<file path="config.mk">
export PLATFORM = sky130hd
export DESIGN_NAME = lsu_mem_ctrl
export DESIGN_NICKNAME = d
export VERILOG_FILES = /design/src/rtl/lsu_mem_ctrl_pkg.sv /design/src/rtl/lsu_mem_ctrl_align.sv /design/src/rtl/lsu_mem_ctrl.sv
export SDC_FILE = /design/constraint.sdc
export NUM_CORES = 1
export LEC_CHECK = 0
export CAP_MARGIN = 15
export CORE_MARGIN = 4
export CORE_UTILIZATION = 41
export CTS_CLUSTER_SIZE = 40
export DETAILED_ROUTE_END_ITERATION = 8
export GPL_TIMING_DRIVEN = 0
export HOLD_SLACK_MARGIN = 0.03
export PLACE_DENSITY = 0.76
export SYNTH_ARGS = -nofsm -noshare
export SYNTH_HDL_FRONTEND = slang
export SYNTH_SLANG_ARGS = --single-unit
</file>
<file path="constraint.sdc">
create_clock -name clk -period 4 [get_ports clk]
set_input_delay 0.8 -clock clk [delete_from_list [all_inputs] [get_ports clk]]
set_output_delay 0.8 -clock clk [all_outputs]
set_load 0.01 [all_outputs]
</file>
<file path="src/rtl/lsu_mem_ctrl_pkg.sv">
// Shared definitions for the load/store unit: access-type encodings, FSM states
// and small decode helpers.
package lsu_mem_ctrl_pkg;

    localparam logic [3:0] MEM_LB  = 4'b1000;
    localparam logic [3:0] MEM_LH  = 4'b1001;
    localparam logic [3:0] MEM_LW  = 4'b1010;
    localparam logic [3:0] MEM_LBU = 4'b1011;
    localparam logic [3:0] MEM_LHU = 4'b1111;
    localparam logic [3:0] MEM_SB  = 4'b1100;
    localparam logic [3:0] MEM_SH  = 4'b1101;
    localparam logic [3:0] MEM_SW  = 4'b1110;

    typedef enum logic [1:0] {
        LSU_IDLE,
        LSU_WAIT_ACK,
        LSU_RESP
    } lsu_state_e;

    typedef enum logic [1:0] {
        SZ_NONE,
        SZ_B,
        SZ_H,
        SZ_W
    } access_size_e;

    // LHU shares the 11xx prefix with the stores, so it is excluded explicitly.
    function automatic logic is_store(input logic [3:0] mem_type);
        return (mem_type[3:2] == 2'b11) && (mem_type != MEM_LHU);
    endfunction

    function automatic access_size_e access_size(input logic [3:0] mem_type);
        case (mem_type)
            MEM_LB, MEM_LBU, MEM_SB: return SZ_B;
            MEM_LH, MEM_LHU, MEM_SH: return SZ_H;
            MEM_LW, MEM_SW:          return SZ_W;
            default:                 return SZ_NONE;
        endcase
    endfunction

endpackage

</file>
<file path="src/rtl/lsu_mem_ctrl_align.sv">
// Combinational lane logic: byte enables, store-lane replication, alignment
// check and load extraction with sign/zero extension.
module lsu_mem_ctrl_align
    import lsu_mem_ctrl_pkg::*;
(
    input  logic [3:0]  mem_type,
    input  logic [1:0]  offset,
    input  logic [31:0] store_data,
    input  logic [31:0] read_word,
    output logic [3:0]  byte_en,
    output logic [31:0] store_lanes,
    output logic        misaligned,
    output logic [31:0] load_data
);

    logic [31:0] shifted;
    logic        zero_ext;
    logic        store;

    always_comb begin
        byte_en     = 4'b0000;
        store_lanes = 32'h0;
        misaligned  = 1'b0;
        load_data   = 32'h0;
        shifted     = read_word >> {offset, 3'b000};
        zero_ext    = (mem_type == MEM_LBU) || (mem_type == MEM_LHU);
        store       = is_store(mem_type);

        case (access_size(mem_type))
            SZ_B: begin
                byte_en     = 4'b0001 << offset;
                store_lanes = {4{store_data[7:0]}};
                load_data   = zero_ext ? {24'h0, shifted[7:0]}
                                       : {{24{shifted[7]}}, shifted[7:0]};
            end
            SZ_H: begin
                byte_en     = 4'b0011 << offset;
                misaligned  = offset[0];
                store_lanes = {2{store_data[15:0]}};
                load_data   = zero_ext ? {16'h0, shifted[15:0]}
                                       : {{16{shifted[15]}}, shifted[15:0]};
            end
            SZ_W: begin
                byte_en     = 4'b1111;
                misaligned  = |offset;
                store_lanes = store_data;
                load_data   = read_word;
            end
            default: ;
        endcase

        // Loads never drive the bus write lanes; stores return no load data.
        if (store) load_data = 32'h0;
        else       store_lanes = 32'h0;
    end

endmodule

</file>
<file path="src/rtl/lsu_mem_ctrl.sv">
// Load/store unit: accepts one access from execute, runs it on the data-memory
// bus with a timeout, and returns extended load data with fault flags.
module lsu_mem_ctrl
    import lsu_mem_ctrl_pkg::*;
#(
    parameter int TIMEOUT_CYCLES = 16,
    parameter int ADDR_W         = 32
) (
    input  logic              clk,
    input  logic              rst,
    input  logic              req_valid,
    output logic              req_ready,
    input  logic [3:0]        inst_type,
    input  logic [ADDR_W-1:0] addr,
    input  logic [31:0]       wdata,
    output logic              done,
    output logic [31:0]       rdata,
    output logic              misaligned,
    output logic              bus_fault,
    output logic              mem_req,
    output logic              mem_we,
    output logic [ADDR_W-1:0] mem_addr,
    output logic [3:0]        mem_be,
    output logic [31:0]       mem_wdata,
    input  logic              mem_ack,
    input  logic              mem_err,
    input  logic [31:0]       mem_rdata
);

    localparam int CNT_W = $clog2(TIMEOUT_CYCLES + 1);
    localparam logic [CNT_W-1:0] CNT_LAST = CNT_W'(TIMEOUT_CYCLES - 1);

    lsu_state_e        state, state_next;
    logic [3:0]        cap_type;
    logic [1:0]        cap_off;
    logic [CNT_W-1:0]  cnt;
    logic [31:0]       rdata_q;
    logic              mis_q, fault_q;
    logic              we_q;
    logic [ADDR_W-1:0] addr_q;
    logic [3:0]        be_q;
    logic [31:0]       wdata_q;

    logic [3:0]  al_type;
    logic [1:0]  al_off;
    logic [3:0]  al_be;
    logic [31:0] al_lanes, al_load;
    logic        al_mis;
    logic        accept, timeout;

    // The aligner sees the live request while idle and the captured one after.
    assign al_type = (state == LSU_IDLE) ? inst_type : cap_type;
    assign al_off  = (state == LSU_IDLE) ? addr[1:0] : cap_off;
    assign accept  = req_valid && (state == LSU_IDLE);
    assign timeout = (cnt == CNT_LAST);

    lsu_mem_ctrl_align u_align (
        .mem_type    (al_type),
        .offset      (al_off),
        .store_data  (wdata),
        .read_word   (mem_rdata),
        .byte_en     (al_be),
        .store_lanes (al_lanes),
        .misaligned  (al_mis),
        .load_data   (al_load)
    );

    always_ff @(posedge clk) begin
        if (rst) state <= LSU_IDLE;
        else     state <= state_next;
    end

    always_comb begin
        state_next = state;
        case (state)
            LSU_IDLE: begin
                if (accept) state_next = (inst_type[3] && !al_mis) ? LSU_WAIT_ACK : LSU_RESP;
            end
            LSU_WAIT_ACK: begin
                if (mem_ack || mem_err || timeout) state_next = LSU_RESP;
            end
            LSU_RESP: state_next = LSU_IDLE;
            default:  state_next = LSU_IDLE;
        endcase
    end

    always_ff @(posedge clk) begin
        if (rst) begin
            cap_type <= 4'h0;
            cap_off  <= 2'b00;
            cnt      <= '0;
            rdata_q  <= 32'h0;
            mis_q    <= 1'b0;
            fault_q  <= 1'b0;
            we_q     <= 1'b0;
            addr_q   <= '0;
            be_q     <= 4'h0;
            wdata_q  <= 32'h0;
        end else begin
            case (state)
                LSU_IDLE: begin
                    if (accept) begin
                        cap_type <= inst_type;
                        cap_off  <= addr[1:0];
                        cnt      <= '0;
                        rdata_q  <= 32'h0;
                        mis_q    <= al_mis;
                        fault_q  <= 1'b0;
                        we_q     <= is_store(inst_type);
                        addr_q   <= {addr[ADDR_W-1:2], 2'b00};
                        be_q     <= al_be;
                        wdata_q  <= al_lanes;
                    end
                end
                LSU_WAIT_ACK: begin
                    cnt <= cnt + 1'b1;
                    if (mem_ack)                 rdata_q <= al_load;
                    else if (mem_err || timeout) fault_q <= 1'b1;
                end
                default: ;
            endcase
        end
    end

    always_comb begin
        req_ready  = (state == LSU_IDLE);
        mem_req    = (state == LSU_WAIT_ACK);
        done       = (state == LSU_RESP);
        rdata      = done ? rdata_q : 32'h0;
        misaligned = done && mis_q;
        bus_fault  = done && fault_q;
        mem_we     = we_q;
        mem_addr   = addr_q;
        mem_be     = be_q;
        mem_wdata  = wdata_q;
    end

endmodule

</file>
# Word-level counts from Yosys, hierarchy flattened

Memory sizes are Yosys's and may differ from the RTL's.
Index checks and enable logic that the tools add are counted.

Flip-flop bits (word level): 114
Bits in read-only memories: 32
Input bits: 105
Output and inout bits: 106
Word-level logic and storage cells: 76
Memories: 1

$add $sub $neg: 1
Eq/ne operators: 17
Shift-type cells: 3
Mux-type cells: 24
Reduce and logical (&&, ||, !) cells: 19

Memory list:

| name            | words | width | read ports | clocked after Yosys merged registers in | wr ports | RTL line               | source |
|---|---|---|---|---|---|---|---|
| (no name shown) | 16    | 2     | 1          | 0                                       | 0        | lsu_mem_ctrl_pkg.sv:33 | `case (mem_type)` |

Operators with widths:

| operator              | number |
|---|---|
| $mux W32              | 7 |
| $pmux W32 S3          | 2 |
| $pmux W32 S2          | 1 |
| $shr A32 B5 Y16       | 1 |
| $pmux W4 S3           | 1 |
| $eq A2 B2 Y1 const B  | 5 |
| $pmux W5 S2           | 1 |
| $eq A4 B4 Y1 const B  | 2 |
| $mux W2               | 4 |
| $ne A2 B1 Y1 const B  | 4 |
| $ne A4 B4 Y1 const B  | 2 |
| $logic_and A1 B1 Y1   | 6 |
| $reduce_and A2 Y1     | 3 |
| $add A5 B1 Y5 const B | 1 |
| $eq A5 B4 Y1 const B  | 1 |
| $mux W5               | 1 |
| $eq A2 B1 Y1 const B  | 2 |
| $logic_or A1 B1 Y1    | 4 |
| $mux W4               | 1 |
| $pmux W1 S2           | 2 |
| $pmux W2 S2           | 1 |
| $reduce_and A4 Y1     | 1 |
| $shl A1 B2 Y4 const A | 1 |
| $shl A2 B2 Y4 const A | 1 |
| other kinds (7)       | 9 |

# Logic depth before layout (Yosys ltp)

An unclocked memory read counts as a cell.

Word-level depth: 10
Gate-level depth with buffers: 16
Gate-level depth less buffers: 15

# Hierarchy

Synthesis repeated with hierarchy kept, for this count alone.

Cell total of the unflattened synthesis: 796
Area, all modules: 6,097.1 um2

By module, submodules not included:

| module             | times used | cells an instance | area an instance (um2) | seq. area each (um2) |
|---|---|---|---|---|
| lsu_mem_ctrl       | 1          | 560               | 4,668.2                | 2,282.2 |
| lsu_mem_ctrl_align | 1          | 236               | 1,428.9                | 0.0 |

# Least setup slack after synthesis

OpenSTA, ideal clock, no wires.

Kind: register to register
From: register state[0]
To: register rdata_q[7]
Setup time: 95 ps
Arrival: 3,081 ps
Required time: 3,905 ps
Path slack: 823 ps
Stages on the path, launching flop included: 16
Buffers on the path: 4
Clock period less this slack: 3,177 ps
Path through: dfxtp_1 > buf_6 > or2_4 > inv_2 > mux2i_1 > inv_1 > ha_1 > nand2b_1 > o21a_1 > ha_1 > clkbuf_1 > or2_2 > clkbuf_1 > clkbuf_1 > nand3_1 > a221oi_1

Word-level cells in the longest chain between the ends: 8
Elaborated cells on any way between the ends: 23
Those cells by class: eq/ne (8); shift (1); mux (8); reduce/logical (5); memory (1)

Ends and longest elaborated chain:

| element                                                  | RTL line                               | source |
|---|---|---|
| start: declaration                                       | lsu_mem_ctrl.sv:33                     | `lsu_state_e state, state_next;` |
| start signal: assignment                                 | lsu_mem_ctrl.sv:70                     | `else state <= state_next;` |
| $logic_not A2 Y1 *                                       | --                                     |  |
| named net req_ready                                      | lsu_mem_ctrl.sv:12                     | `output logic req_ready,` |
| $mux W4 / $mux W2 (equally long branches)                | lsu_mem_ctrl.sv:52, lsu_mem_ctrl.sv:53 |  |
| $mem_v2 Z16 W2 / $shr A32 B5 Y16 (equally long branches) | --                                     |  |
| $eq A2 B2 Y1, or another cell as far along               | lsu_mem_ctrl_align.sv:29               | `case (access_size(mem_type))` |
| $pmux W32 S3                                             | lsu_mem_ctrl_align.sv:29               |  |
| $mux W32                                                 | lsu_mem_ctrl_align.sv:53               | `if (store) load_data = 32'h0;` |
| $mux W32                                                 | lsu_mem_ctrl.sv:117                    | `if (mem_ack) rdata_q <= al_load;` |
| $pmux W32 S2                                             | lsu_mem_ctrl.sv:100                    | `case (state)` |
| end signal: assignment                                   | lsu_mem_ctrl.sv:117                    |  |
| end: declaration                                         | lsu_mem_ctrl.sv:37                     | `logic [31:0] rdata_q;` |

The timed path passes the listed nets; every way through them passes the cells marked *. The select of a mux whose other input is x is not followed.
A chain may end at the register's enable or synchronous reset.

# Worst setup path after layout

From: register state[1]
To: register rdata_q[28]

Word-level cells in the longest chain between the ends: 9
Elaborated cells on any way between the ends: 26
Those cells by class: eq/ne (10); shift (1); mux (8); reduce/logical (6); memory (1)

Ends and longest elaborated chain:

| element |
|---|
| branches (longest 9 deep; another with $mem_v2 Z16 W2) |

Several ways; the timed one is not identified. The select of a mux whose other input is x is not followed.

==> impl_metrics.csv <==
group,metric,value,unit
critical_path,worstSetupEndpointType,"flop",
critical_path,cp.arrival,4.13,ns
timing,fin_skew,0.00705,ns
timing,final.min_clock_period,3.82,ns
critical_path,crit_chain,"buf_2, or2_4, inv_2, mux2i_1, inv_1, ha_1, o21ai_0, inv_1, ha_1, nor4_2, clkbuf_1, a21oi_1, a211oi_1",
yosys,synth-async-reset-ratio,0,
final_layout,final_common_cell,"clkdlybuf4s50_1",
yosys,yosysSeqAreaShare,0.420,
placement,gp_congestion,0.887,
floorplanning,die_h,123,um
route,drt-vias-per-instance,5.58,
yosys,ys_types,53,
cts,clock_latency,0.42,ns
yosys,synth_area,5430,um^2
critical_path,start_kind,"flop",
timing,rsz0062_at_grt,"yes",
route,drc,0,
grt,grt_max_degree,17,
floorplanning,die_x,123,um
flow_run,max_cap_violations,0,
placement,post-place-ws,-0.295,ns
critical_path,critPathMaxStageDelay,0.52,ns
placement,dp_hpwl,14800,um
timing,finalSetupViolCount,0,
timing,worst_slew_pin_slew,0.884,ns
floorplanning,coreArea,12800,um^2
grt,antenna_found_initial,0,
final_layout,layout_common_cells,"clkdlybuf4s50_1 (207), nand2_1 (130), dfxtp_1 (114), a21oi_1 (86), and2_1 (43)",
outcome,outcome,"finished, final reports clean",
final_layout,drive_gt1_frac,0.0664,
grt,gr-total-overflow,0,
yosys,ys.flop_type,"dfxtp_1",
timing,timing.final.crit_share,0.955,
critical_path,crit_buf_inv,5,
timing,fmax,0.262,GHz
critical_path,cp.required,4.31,ns
final_layout,fin_nets,1008,
final_layout,antennaDiodeCount,0,
timing,slew_violations,0,
grt,grt_use_total,0.256,
route,vias,6007,
timing,slew_headroom,0.410,
critical_path,crit_path_max_fanout,10,
yosys,ys_ff_latch,114,
cts,cts_buffer_depth,2,
timing,postLayoutSetupSlackWorst,0.182,ns
power,power_density,416,nW/um^2
power,cellLeakagePower,3.03,nW
floorplanning,fp.dieArea,15200,um^2
critical_path,critPathTopFamily,"buffers and inverters",
grt,grt_pass1_vias,5923,
cts,clockRootBuffer,"clkbuf_16",
timing,finalHoldViolCount,0,
yosys,syn_area_per_cell,8.14,um^2
critical_path,worst_path_max_delay_cell,"nor4_2",
cts,hold_buffers,0,
critical_path,rrSetupSlack,0.18,ns
grt,grt_pass1_wl,30200,um
cts,cts_sinks,114,
final_layout,synthToLayoutAreaGrowth,53.1,%
cts,cts_made_buffers,17,
floorplanning,row_count,41,
cts,cts_tree,"built",
yosys,yosys_warnings,0,
yosys,yosys.area.top_type_share,0.420,
floorplanning,pin_count,211,
critical_path,path_class,"flop to flop",
power,irDropWorstVdd,331,uV
yosys,syn_inst,667,
worst_hold_path,hold_class,"flop to flop",
timing,hold-worst-slack,0.448,ns
cts,path_clk_slew,0.05,ns
route,ant_nets,0,
yosys,synth_edf_count,0,
cts,htreeDepth,4,
route,drt-pass1-iter-count,8,
floorplanning,initial_core_util,0.425,
yosys,synth_top_area_cell,"dfxtp_1",
route,drtIter0Drc,809,
placement,portBuffers,207,
yosys,synth_area_leaders,"dfxtp_1 (42%), nand2_1 (9.0%), a21oi_1 (7.9%)",
route,routed_wl,19500,um
route,wl_per_cell,18.2,um
-- worst register-to-register path, delay by kind of cell, from the launching register on --
kind	cells	cell delay [ns]
AND/OR/NAND/NOR	2	0.78
multiplexers	1	0.31
flip-flops	1	0.29
AO/OA/AOI/OAI	3	0.76
buffers and inverters	5	1.10
adder cells (fa/ha/maj)	2	0.45
-- logic make-up after synthesis --
family | synth area share
flip-flops | 0.420
multiplexers | 0.0267
AND/OR/NAND/NOR | 0.198
buffers and inverters | 0.0553
other | 0.000690
AO/OA/AOI/OAI | 0.277
adder cells (fa/ha/maj) | 0.0230
-- final timing paths --
check	start	end	depth (start not counted)
setup / recovery	state[1]	rdata_q[28]	13
hold / removal	rdata_q[11]	rdata_q[11]	2
setup reg to reg	state[1]	rdata_q[28]	13
hold reg to reg	rdata_q[11]	rdata_q[11]	2
-- where the power goes --
part	switching (mW)	internal, mW
logic	0.439	0.326
registers	0.0215	1.18
clock network	0.523	0.972
-- flip-flops by register name, summed over array words and instances (netlist names), 2 cells and up --
register,cells
cap_off,2
cnt,5
mem_be,4
cap_type,4
state,2
rdata_q,32
mem_addr,30
mem_wdata,32
-- per-layer routing --
layer | vias to the layer above | routed length (um) | track usage
met5 | - | 0 | 0
met4 | 0 | 398 | 0.0886
met3 | 41 | 2220 | 0.102
met2 | 332 | 9170 | 0.417
met1 | 2802 | 7740 | 0.307
li1 | 2832 | - | -
-- synthesized netlist by cell type, drive strengths merged, types with 7 or more instances --
cell type,n
inv,9
o2bb2ai,7
a222oi,15
mux2i,10
o21ai,34
a22o,8
a22oi,33
a211oi,17
buf,15
and2,44
a21oi,87
nand2,130
o31ai,8
a311oi,7
nor3,10
clkbuf,43
ha,10
nor2,22
dfxtp,114
-- layout make-up --
cell class	count	area [um^2]
clock inverter	9	105
multi-input combinational	486	2860
timing repair buffer	207	2070
fill	1110	4460
sequential	114	2280
inverter	10	37.5
clock buffer	21	480
tap	172	215
buffer	57	260
-- metrics by stage --
stage | setup TNS [ns] | area (um^2) | power, mW | utilization | std cells
after floorplan | 0 | 5440 | 1.64 | - | 668
after global placement | -0.859 | 7720 | 1.95 | 0.605 | 1047
after detailed placement | -6.17 | 7720 | 1.97 | 0.605 | 1047
after CTS | 0 | 8310 | 3.47 | 0.651 | 1077
after global routing | -0.0356 | 8320 | 3.60 | 0.651 | 1076
final | 0 | 8320 | 3.46 | 0.651 | 1076
-- repair_timing --
| action | 4_1_cts | 5_1_grt |
|---|---|---|
| buffers inserted | 0 | 0 |
| endpoints found under the setup margin | 1 | 44 |
| gates resized for setup | 1 | 3 |
No activity file was read; power rests on OpenSTA's default activity.
